[src/rtl/sram_read_responder_if.sv]
// Purpose: AXI4 read-address and read-data channels between the bridge slave port and the SRAM read responder.
// Latency: none; this is wiring only.
// Backpressure: AR is valid/ready, R is valid/ready; the slave modport owns ARREADY_S and the R outputs.
// Ports: AR channel (ARID_S, ARADDR_S, ARLEN_S, ARSIZE_S, ARBURST_S, ARVALID_S, ARREADY_S),
//        R channel (RID_S, RDATA_S, RRESP_S, RLAST_S, RVALID_S, RREADY_S).
interface sram_read_responder_if #(
    parameter int ID_BITS   = 8,
    parameter int ADDR_BITS = 32,
    parameter int DATA_BITS = 32,
    parameter int LEN_BITS  = 4
);
    logic [ID_BITS-1:0]   ARID_S;
    logic [ADDR_BITS-1:0] ARADDR_S;
    logic [LEN_BITS-1:0]  ARLEN_S;
    logic [2:0]           ARSIZE_S;
    logic [1:0]           ARBURST_S;
    logic                 ARVALID_S;
    logic                 ARREADY_S;

    logic [ID_BITS-1:0]   RID_S;
    logic [DATA_BITS-1:0] RDATA_S;
    logic [1:0]           RRESP_S;
    logic                 RLAST_S;
    logic                 RVALID_S;
    logic                 RREADY_S;

    modport slave (
        input  ARID_S, ARADDR_S, ARLEN_S, ARSIZE_S, ARBURST_S, ARVALID_S, RREADY_S,
        output ARREADY_S, RID_S, RDATA_S, RRESP_S, RLAST_S, RVALID_S
    );

    modport master (
        output ARID_S, ARADDR_S, ARLEN_S, ARSIZE_S, ARBURST_S, ARVALID_S, RREADY_S,
        input  ARREADY_S, RID_S, RDATA_S, RRESP_S, RLAST_S, RVALID_S
    );
endinterface

[src/rtl/sram_read_responder.sv]
// Purpose: AXI4 slave read responder; walks one AR burst at a time and returns each SRAM word on R.
// Latency: AR handshake at edge N -> SRAM access in cycle N+1 -> RVALID_S in cycle N+2; one beat per 2 cycles.
// Backpressure: RREADY_S low holds the beat (SRAM output is held, mem_CS low); ARREADY_S only while idle.
// Ports: clock, reset (sync, active low); bus (slave modport: AR in, R out);
//        mem_CS/mem_OE/mem_A to the single-port SRAM, mem_DO from it.
module sram_read_responder #(
    parameter int ID_BITS       = 8,
    parameter int ADDR_BITS     = 32,
    parameter int DATA_BITS     = 32,
    parameter int LEN_BITS      = 4,
    parameter int MEM_ADDR_BITS = 14
) (
    input  logic                     clock,
    input  logic                     reset,
    sram_read_responder_if.slave     bus,
    output logic                     mem_CS,
    output logic                     mem_OE,
    output logic [MEM_ADDR_BITS-1:0] mem_A,
    input  logic [DATA_BITS-1:0]     mem_DO
);

    localparam logic [1:0] BURST_FIXED = 2'b00;
    localparam logic [1:0] BURST_INCR  = 2'b01;
    localparam logic [1:0] BURST_WRAP  = 2'b10;
    localparam logic [1:0] BURST_RSVD  = 2'b11;

    localparam logic [1:0] RESP_OKAY   = 2'b00;
    localparam logic [1:0] RESP_SLVERR = 2'b10;

    typedef enum logic [1:0] {
        IDLE = 2'd0,
        ADDR = 2'd1,
        RESP = 2'd2
    } state_t;

    state_t                   state, state_nxt;
    logic [ID_BITS-1:0]       id_q, id_nxt;
    logic [MEM_ADDR_BITS-1:0] waddr_q, waddr_nxt;
    logic [LEN_BITS-1:0]      len_q, len_nxt;
    logic [1:0]               burst_q, burst_nxt;
    logic [LEN_BITS-1:0]      cnt_q, cnt_nxt;

    logic                     is_last;
    logic [LEN_BITS:0]        len_p1;
    logic                     wrap_ok;
    logic [MEM_ADDR_BITS-1:0] wrap_mask;
    logic [MEM_ADDR_BITS-1:0] addr_inc;
    logic [MEM_ADDR_BITS-1:0] addr_adv;

    // Address bits outside the SRAM word range are decoded by the bridge; ARSIZE is fixed at 4 bytes.
    logic unused_ar_bits;
    assign unused_ar_bits = ^{bus.ARSIZE_S, bus.ARADDR_S[ADDR_BITS-1:MEM_ADDR_BITS+2], bus.ARADDR_S[1:0]};

    assign is_last   = (cnt_q == len_q);
    assign len_p1    = {1'b0, len_q} + {{LEN_BITS{1'b0}}, 1'b1};
    // A wrap block must be 2, 4, 8 or 16 words; any other length degrades to INCR.
    assign wrap_ok   = (len_q != '0) && ((len_p1 & {1'b0, len_q}) == '0);
    assign wrap_mask = {{(MEM_ADDR_BITS-LEN_BITS){1'b0}}, len_q};
    assign addr_inc  = waddr_q + {{(MEM_ADDR_BITS-1){1'b0}}, 1'b1};

    always_comb begin
        addr_adv = waddr_q;
        case (burst_q)
            BURST_INCR: addr_adv = addr_inc;
            BURST_WRAP: begin
                if (wrap_ok) begin
                    // Low bits count within the aligned block, upper bits stay put.
                    addr_adv = (waddr_q & ~wrap_mask) | (addr_inc & wrap_mask);
                end else begin
                    addr_adv = addr_inc;
                end
            end
            default:    addr_adv = waddr_q;
        endcase
    end

    always_ff @(posedge clock) begin
        if (!reset) begin
            state   <= IDLE;
            id_q    <= '0;
            waddr_q <= '0;
            len_q   <= '0;
            burst_q <= BURST_FIXED;
            cnt_q   <= '0;
        end else begin
            state   <= state_nxt;
            id_q    <= id_nxt;
            waddr_q <= waddr_nxt;
            len_q   <= len_nxt;
            burst_q <= burst_nxt;
            cnt_q   <= cnt_nxt;
        end
    end

    always_comb begin
        state_nxt     = state;
        id_nxt        = id_q;
        waddr_nxt     = waddr_q;
        len_nxt       = len_q;
        burst_nxt     = burst_q;
        cnt_nxt       = cnt_q;

        bus.ARREADY_S = 1'b0;
        bus.RVALID_S  = 1'b0;
        bus.RLAST_S   = 1'b0;
        bus.RDATA_S   = '0;
        bus.RRESP_S   = RESP_OKAY;
        bus.RID_S     = id_q;
        mem_CS        = 1'b0;
        mem_OE        = 1'b0;
        mem_A         = waddr_q;

        case (state)
            IDLE: begin
                bus.ARREADY_S = 1'b1;
                if (bus.ARVALID_S) begin
                    id_nxt    = bus.ARID_S;
                    waddr_nxt = bus.ARADDR_S[MEM_ADDR_BITS+1:2];
                    len_nxt   = bus.ARLEN_S;
                    burst_nxt = bus.ARBURST_S;
                    cnt_nxt   = '0;
                    state_nxt = ADDR;
                end
            end
            ADDR: begin
                mem_CS    = 1'b1;
                mem_OE    = 1'b1;
                state_nxt = RESP;
            end
            RESP: begin
                // mem_CS stays low so the SRAM keeps driving the same word during a stall.
                mem_OE       = 1'b1;
                bus.RVALID_S = 1'b1;
                bus.RDATA_S  = mem_DO;
                bus.RLAST_S  = is_last;
                bus.RRESP_S  = (burst_q == BURST_RSVD) ? RESP_SLVERR : RESP_OKAY;
                if (bus.RREADY_S) begin
                    if (is_last) begin
                        state_nxt = IDLE;
                    end else begin
                        cnt_nxt   = cnt_q + {{(LEN_BITS-1){1'b0}}, 1'b1};
                        waddr_nxt = addr_adv;
                        state_nxt = ADDR;
                    end
                end
            end
            default: state_nxt = IDLE;
        endcase
    end

endmodule

[src/flat_wrapper.sv]
// flat-port wrapper written by rule: the top's interface ports become plain ports
module sram_read_responder_flat 
#(
    parameter int ID_BITS       = 8,
    parameter int ADDR_BITS     = 32,
    parameter int DATA_BITS     = 32,
    parameter int LEN_BITS      = 4,
    parameter int MEM_ADDR_BITS = 14
)
  (clock, reset, mem_CS, mem_OE, mem_A, mem_DO, bus_ARID_S, bus_ARADDR_S, bus_ARLEN_S, bus_ARSIZE_S, bus_ARBURST_S, bus_ARVALID_S, bus_RREADY_S, bus_ARREADY_S, bus_RID_S, bus_RDATA_S, bus_RRESP_S, bus_RLAST_S, bus_RVALID_S);
  sram_read_responder_if #(.ID_BITS(ID_BITS), .ADDR_BITS(ADDR_BITS), .DATA_BITS(DATA_BITS), .LEN_BITS(LEN_BITS)) bus_i ();
  input  logic clock;
  input  logic reset;
  output logic mem_CS;
  output logic mem_OE;
  output logic [MEM_ADDR_BITS-1:0] mem_A;
  input  logic [DATA_BITS-1:0] mem_DO;
  input wire logic [$bits(bus_i.ARID_S)-1:0] bus_ARID_S;
  input wire logic [$bits(bus_i.ARADDR_S)-1:0] bus_ARADDR_S;
  input wire logic [$bits(bus_i.ARLEN_S)-1:0] bus_ARLEN_S;
  input wire logic [$bits(bus_i.ARSIZE_S)-1:0] bus_ARSIZE_S;
  input wire logic [$bits(bus_i.ARBURST_S)-1:0] bus_ARBURST_S;
  input wire logic [$bits(bus_i.ARVALID_S)-1:0] bus_ARVALID_S;
  input wire logic [$bits(bus_i.RREADY_S)-1:0] bus_RREADY_S;
  output wire logic [$bits(bus_i.ARREADY_S)-1:0] bus_ARREADY_S;
  output wire logic [$bits(bus_i.RID_S)-1:0] bus_RID_S;
  output wire logic [$bits(bus_i.RDATA_S)-1:0] bus_RDATA_S;
  output wire logic [$bits(bus_i.RRESP_S)-1:0] bus_RRESP_S;
  output wire logic [$bits(bus_i.RLAST_S)-1:0] bus_RLAST_S;
  output wire logic [$bits(bus_i.RVALID_S)-1:0] bus_RVALID_S;
  assign bus_i.ARID_S = bus_ARID_S;
  assign bus_i.ARADDR_S = bus_ARADDR_S;
  assign bus_i.ARLEN_S = bus_ARLEN_S;
  assign bus_i.ARSIZE_S = bus_ARSIZE_S;
  assign bus_i.ARBURST_S = bus_ARBURST_S;
  assign bus_i.ARVALID_S = bus_ARVALID_S;
  assign bus_i.RREADY_S = bus_RREADY_S;
  assign bus_ARREADY_S = bus_i.ARREADY_S;
  assign bus_RID_S = bus_i.RID_S;
  assign bus_RDATA_S = bus_i.RDATA_S;
  assign bus_RRESP_S = bus_i.RRESP_S;
  assign bus_RLAST_S = bus_i.RLAST_S;
  assign bus_RVALID_S = bus_i.RVALID_S;
  sram_read_responder #(.ID_BITS(ID_BITS), .ADDR_BITS(ADDR_BITS), .DATA_BITS(DATA_BITS), .LEN_BITS(LEN_BITS), .MEM_ADDR_BITS(MEM_ADDR_BITS)) u_core (.clock(clock), .reset(reset), .bus(bus_i), .mem_CS(mem_CS), .mem_OE(mem_OE), .mem_A(mem_A), .mem_DO(mem_DO));
endmodule
[config.mk]
export PLATFORM = sky130hd
export DESIGN_NAME = sram_read_responder_flat
export DESIGN_NICKNAME = d
export VERILOG_FILES = /design/src/rtl/sram_read_responder_if.sv /design/src/rtl/sram_read_responder.sv /design/src/flat_wrapper.sv
export SDC_FILE = /design/constraint.sdc
export NUM_CORES = 1
export LEC_CHECK = 0
export CAP_MARGIN = 15
export CORE_UTILIZATION = 39
export DETAILED_ROUTE_END_ITERATION = 8
export GPL_ROUTABILITY_DRIVEN = 1
export PLACE_DENSITY = 0.93
export SLEW_MARGIN = 10
export SYNTH_ARGS = -nofsm -noshare
export SYNTH_HDL_FRONTEND = slang
export SYNTH_SLANG_ARGS = --single-unit
export TNS_END_PERCENT = 50
[constraint.sdc]
create_clock -name clock -period 4 [get_ports clock]
set_input_delay 0.8 -clock clock [delete_from_list [all_inputs] [get_ports clock]]
set_output_delay 0.8 -clock clock [all_outputs]
set_load 0.03 [all_outputs]
==> impl_metrics.prom <==
# TYPE chip_impl_metric gauge
chip_impl_metric{name="ctsLongestPathBuffers",unit=""} 2
chip_impl_metric{name="worst-path-max-fanout",unit=""} 36
chip_impl_info{name="critical_path_class",value="flop to output pin"} 1
chip_impl_metric{name="die_y",unit="um"} 77.1
chip_impl_metric{name="design.portCount",unit=""} 146
chip_impl_info{name="worst_path_max_delay_cell",value="ha_1"} 1
chip_impl_metric{name="cts-resized-gates",unit=""} 0
chip_impl_metric{name="synth_cell_types",unit=""} 56
chip_impl_metric{name="layout.nets",unit=""} 497
chip_impl_metric{name="core_area",unit="mm2"} 0.00527
chip_impl_metric{name="synth-seq-cells",unit=""} 34
chip_impl_metric{name="power_per_cell_area",unit="mW/mm2"} 443
chip_impl_metric{name="initial_antenna_violation_count",unit=""} 0
chip_impl_metric{name="start_util",unit="%"} 41.7
chip_impl_metric{name="fp-row-count",unit=""} 26
chip_impl_metric{name="gp_congestion",unit=""} 0.846
chip_impl_metric{name="clkLatencyLatePin",unit="ns"} 0.29
chip_impl_info{name="timing.critical_path.to_type",value="output pin"} 1
chip_impl_metric{name="first_global_vias",unit=""} 2600
chip_impl_metric{name="max_slew.worst_pin.slew",unit="ns"} 0.869
chip_impl_metric{name="numCtsBuffers",unit=""} 5
chip_impl_metric{name="drt_pass1_iterations",unit=""} 4
chip_impl_metric{name="synth_enable_flop_cells",unit=""} 0
chip_impl_metric{name="grt_start_max_net_pins",unit=""} 37
chip_impl_metric{name="insertedDiodeCount",unit=""} 0
chip_impl_info{name="crit_path_start_kind",value="flop"} 1
chip_impl_metric{name="slew_viol_final",unit=""} 0
chip_impl_metric{name="worst-path-buf-inv",unit=""} 2
chip_impl_info{name="worst_path_dominant_cell_family",value="buffers and inverters"} 1
chip_impl_metric{name="ys_warn_count",unit=""} 0
chip_impl_metric{name="post-cts-setup-buffers",unit=""} 0
chip_impl_metric{name="arrival",unit="ns"} 2.44
chip_impl_metric{name="cp_data_required_time",unit="ns"} 3.20
chip_impl_metric{name="period_minus_slack",unit="ns"} 3.24
chip_impl_metric{name="slew_headroom",unit="%"} 42.1
chip_impl_info{name="synth.cells.most_frequent",value="nand2_1 (46), and2_1 (34), dfxtp_1 (34), a21oi_1 (26), clkbuf_1 (11)"} 1
chip_impl_info{name="run_status",value="complete, no violations"} 1
chip_impl_metric{name="drt_drc_violations_left",unit=""} 0
chip_impl_metric{name="max_cap_violations",unit=""} 0
chip_impl_metric{name="ant_nets",unit=""} 0
chip_impl_metric{name="numPortBuffers",unit=""} 123
chip_impl_metric{name="worst_vdd_drop",unit="V"} 0.000330
chip_impl_metric{name="area_growth",unit="%"} 63.8
chip_impl_metric{name="finClkSkew",unit="ns"} 0.00346
chip_impl_info{name="cts_root_buffer",value="clkbuf_8"} 1
chip_impl_metric{name="leakage",unit="nW"} 1.35
chip_impl_metric{name="clock_tree.htree_level_count",unit=""} 2
chip_impl_metric{name="hpwl",unit="um"} 5180
chip_impl_metric{name="syn_area",unit="mm2"} 0.00220
chip_impl_metric{name="avgViaCountPerCell",unit=""} 5.36
chip_impl_metric{name="routedWlPerCell",unit="um"} 14.6
chip_impl_metric{name="seq_total_area_yosys",unit="%"} 30.9
chip_impl_metric{name="vias",unit=""} 2556
chip_impl_metric{name="postSynth.asyncResetShare",unit="%"} 0
chip_impl_metric{name="layout_worst_path_cycle_share",unit="%"} 81.0
chip_impl_metric{name="layout.core_utilization",unit="%"} 68.4
chip_impl_metric{name="finalPower",unit="mW"} 1.60
chip_impl_metric{name="drt-total-wl",unit="um"} 6940
chip_impl_metric{name="finalSetupViolations",unit=""} 0
chip_impl_metric{name="avgSynthCellArea",unit="um2"} 7.69
chip_impl_metric{name="synthDominantCellAreaShare",unit="%"} 30.9
chip_impl_metric{name="finalHoldViolCount",unit=""} 0
chip_impl_info{name="min-delay-path-class",value="flop to flop"} 1
chip_impl_metric{name="postCtsHoldBufs",unit=""} 0
chip_impl_metric{name="numClockSinks",unit=""} 34
chip_impl_info{name="tritoncts",value="built"} 1
chip_impl_metric{name="grt_first_pass_wirelength",unit="um"} 11600
chip_impl_metric{name="post_route_cells_drive_above_1_share",unit="%"} 6.39
chip_impl_info{name="rsz0062_at_grt",value="no"} 1
chip_impl_metric{name="worst_path_largest_cell_delay",unit="ns"} 0.73
chip_impl_metric{name="die-area",unit="mm2"} 0.00594
chip_impl_metric{name="syn_nets",unit=""} 377
chip_impl_metric{name="initialDrtViolationCount",unit=""} 246
chip_impl_metric{name="cts.reportedPaths.clkPinSlew",unit="ns"} 0.07
chip_impl_info{name="ys.flop_type",value="dfxtp_1"} 1
chip_impl_metric{name="die_width",unit="um"} 77.1
chip_impl_info{name="synth.most_common_cell",value="nand2_1"} 1
chip_impl_metric{name="grt_usage",unit="%"} 24.1
chip_impl_metric{name="synthCells",unit=""} 286
chip_impl_metric{name="globalRouteOverflowTotal",unit=""} 0
chip_impl_metric{name="setup_tns",unit="ns"} 0
chip_impl_info{name="yosys.area.top_type",value="dfxtp_1"} 1
chip_impl_info{name="synth.area.top_cells",value="dfxtp_1 (31%), and2_1 (9.7%), nand2_1 (7.8%), a21oi_1 (5.9%), ha_1 (3.4%)"} 1
chip_impl_metric{name="clock.fmax",unit="GHz"} 0.309
chip_impl_info{name="timing.critical_path.cells",value="inv_1 > ha_1 > and3_1 > clkdlybuf4s50_1"} 1
metrics by stage:
stage	hold slack (ns)	cell area (um2)	setup WS, ns	std cells
final	0.463	3600	0.762	477
after global routing	0.491	3600	0.477	477
after CTS	0.466	3600	0.720	477
after detailed placement	0.449	3490	1.05	469
after global placement	0.441	3490	1.08	469
after floorplan	0.461	2200	1.41	286
registers in the layout, indices dropped and copies added (netlist names), named ones only:
signal / flops
u_core.bus.RID_S: 8
u_core.len_q: 4
u_core.burst_q: 2
u_core.state: 2
u_core.cnt_q: 4
u_core.mem_A: 11
cell type report:
| class | count | area [um2] |
|---|---|---|
| clock inverter | 3 | 40.0 |
| fill | 457 | 1670 |
| sequential | 34 | 681 |
| inverter | 10 | 37.5 |
| tap | 70 | 87.6 |
| multi-input combinational | 227 | 1420 |
| timing repair buffer | 128 | 1270 |
| clock buffer | 5 | 68.8 |
per-layer routing:
metal  global-route usage, %  vias up  part of all wire (%)
met5                       0        -                     0
met4                    8.30        0                   1.3
met3                    7.50       12                   7.0
met2                    42.6      101                    51
met1                    27.3     1195                    41
li1                        -     1248                     -
worst reg2reg max path, delay by kind of cell, from the launching register on:
family                     cells  cell delay (ns)
AOI/OAI and AO/OA              4             1.28
adders and majority gates      1             0.73
buffers and inverters          2             0.50
DFF                            1             0.35
report_power, final:
group,switching (mW),internal [mW]
sequential,0.0848,0.401
clock,0.133,0.183
combinational,0.453,0.341
total,0.671,0.926
final timing paths:
path	start	endpoint	slack [ns]	cells past startpoint
max	u_core.state[0]$_SDFFE_PN0P_	bus_RRESP_S[1]	0.76	4
min	u_core.bus.RID_S[5]$_SDFFE_PN0P_	u_core.bus.RID_S[5]$_SDFFE_PN0P_	0.46	2
max reg2reg	u_core.state[0]$_SDFFE_PN0P_	u_core.mem_A[0]$_SDFFE_PN0P_	1.06	7
min reg2reg	u_core.bus.RID_S[5]$_SDFFE_PN0P_	u_core.bus.RID_S[5]$_SDFFE_PN0P_	0.46	2
cell usage in the layout (no fill, tap or decap), drive strengths merged, types with 4 or more instances in the layout:
master / instances
nor4: 5
xnor2: 4
xor2: 6
a21oi: 26
nor3: 9
nand3: 6
o21ai: 9
nand4: 6
and2: 35
a311oi: 4
ha: 6
nand2: 46
clkdlybuf4s50: 123
clkbuf: 5
dfxtp: 34
nand2b: 4
buf: 5
o31ai: 4
inv: 9
nor2: 10
cell families after synthesis:
kind of cell,Yosys count,share of synthesized area [%]
and+or+nand+nor,139,33.8
AOI/OAI and AO/OA,68,21.5
DFF,34,30.9
buffers and inverters,25,4.55
xor gates and xnor gates,10,3.98
adders and majority gates,6,3.41
muxes,3,1.59
other,1,0.170
(Power assumes the default switching activity.)
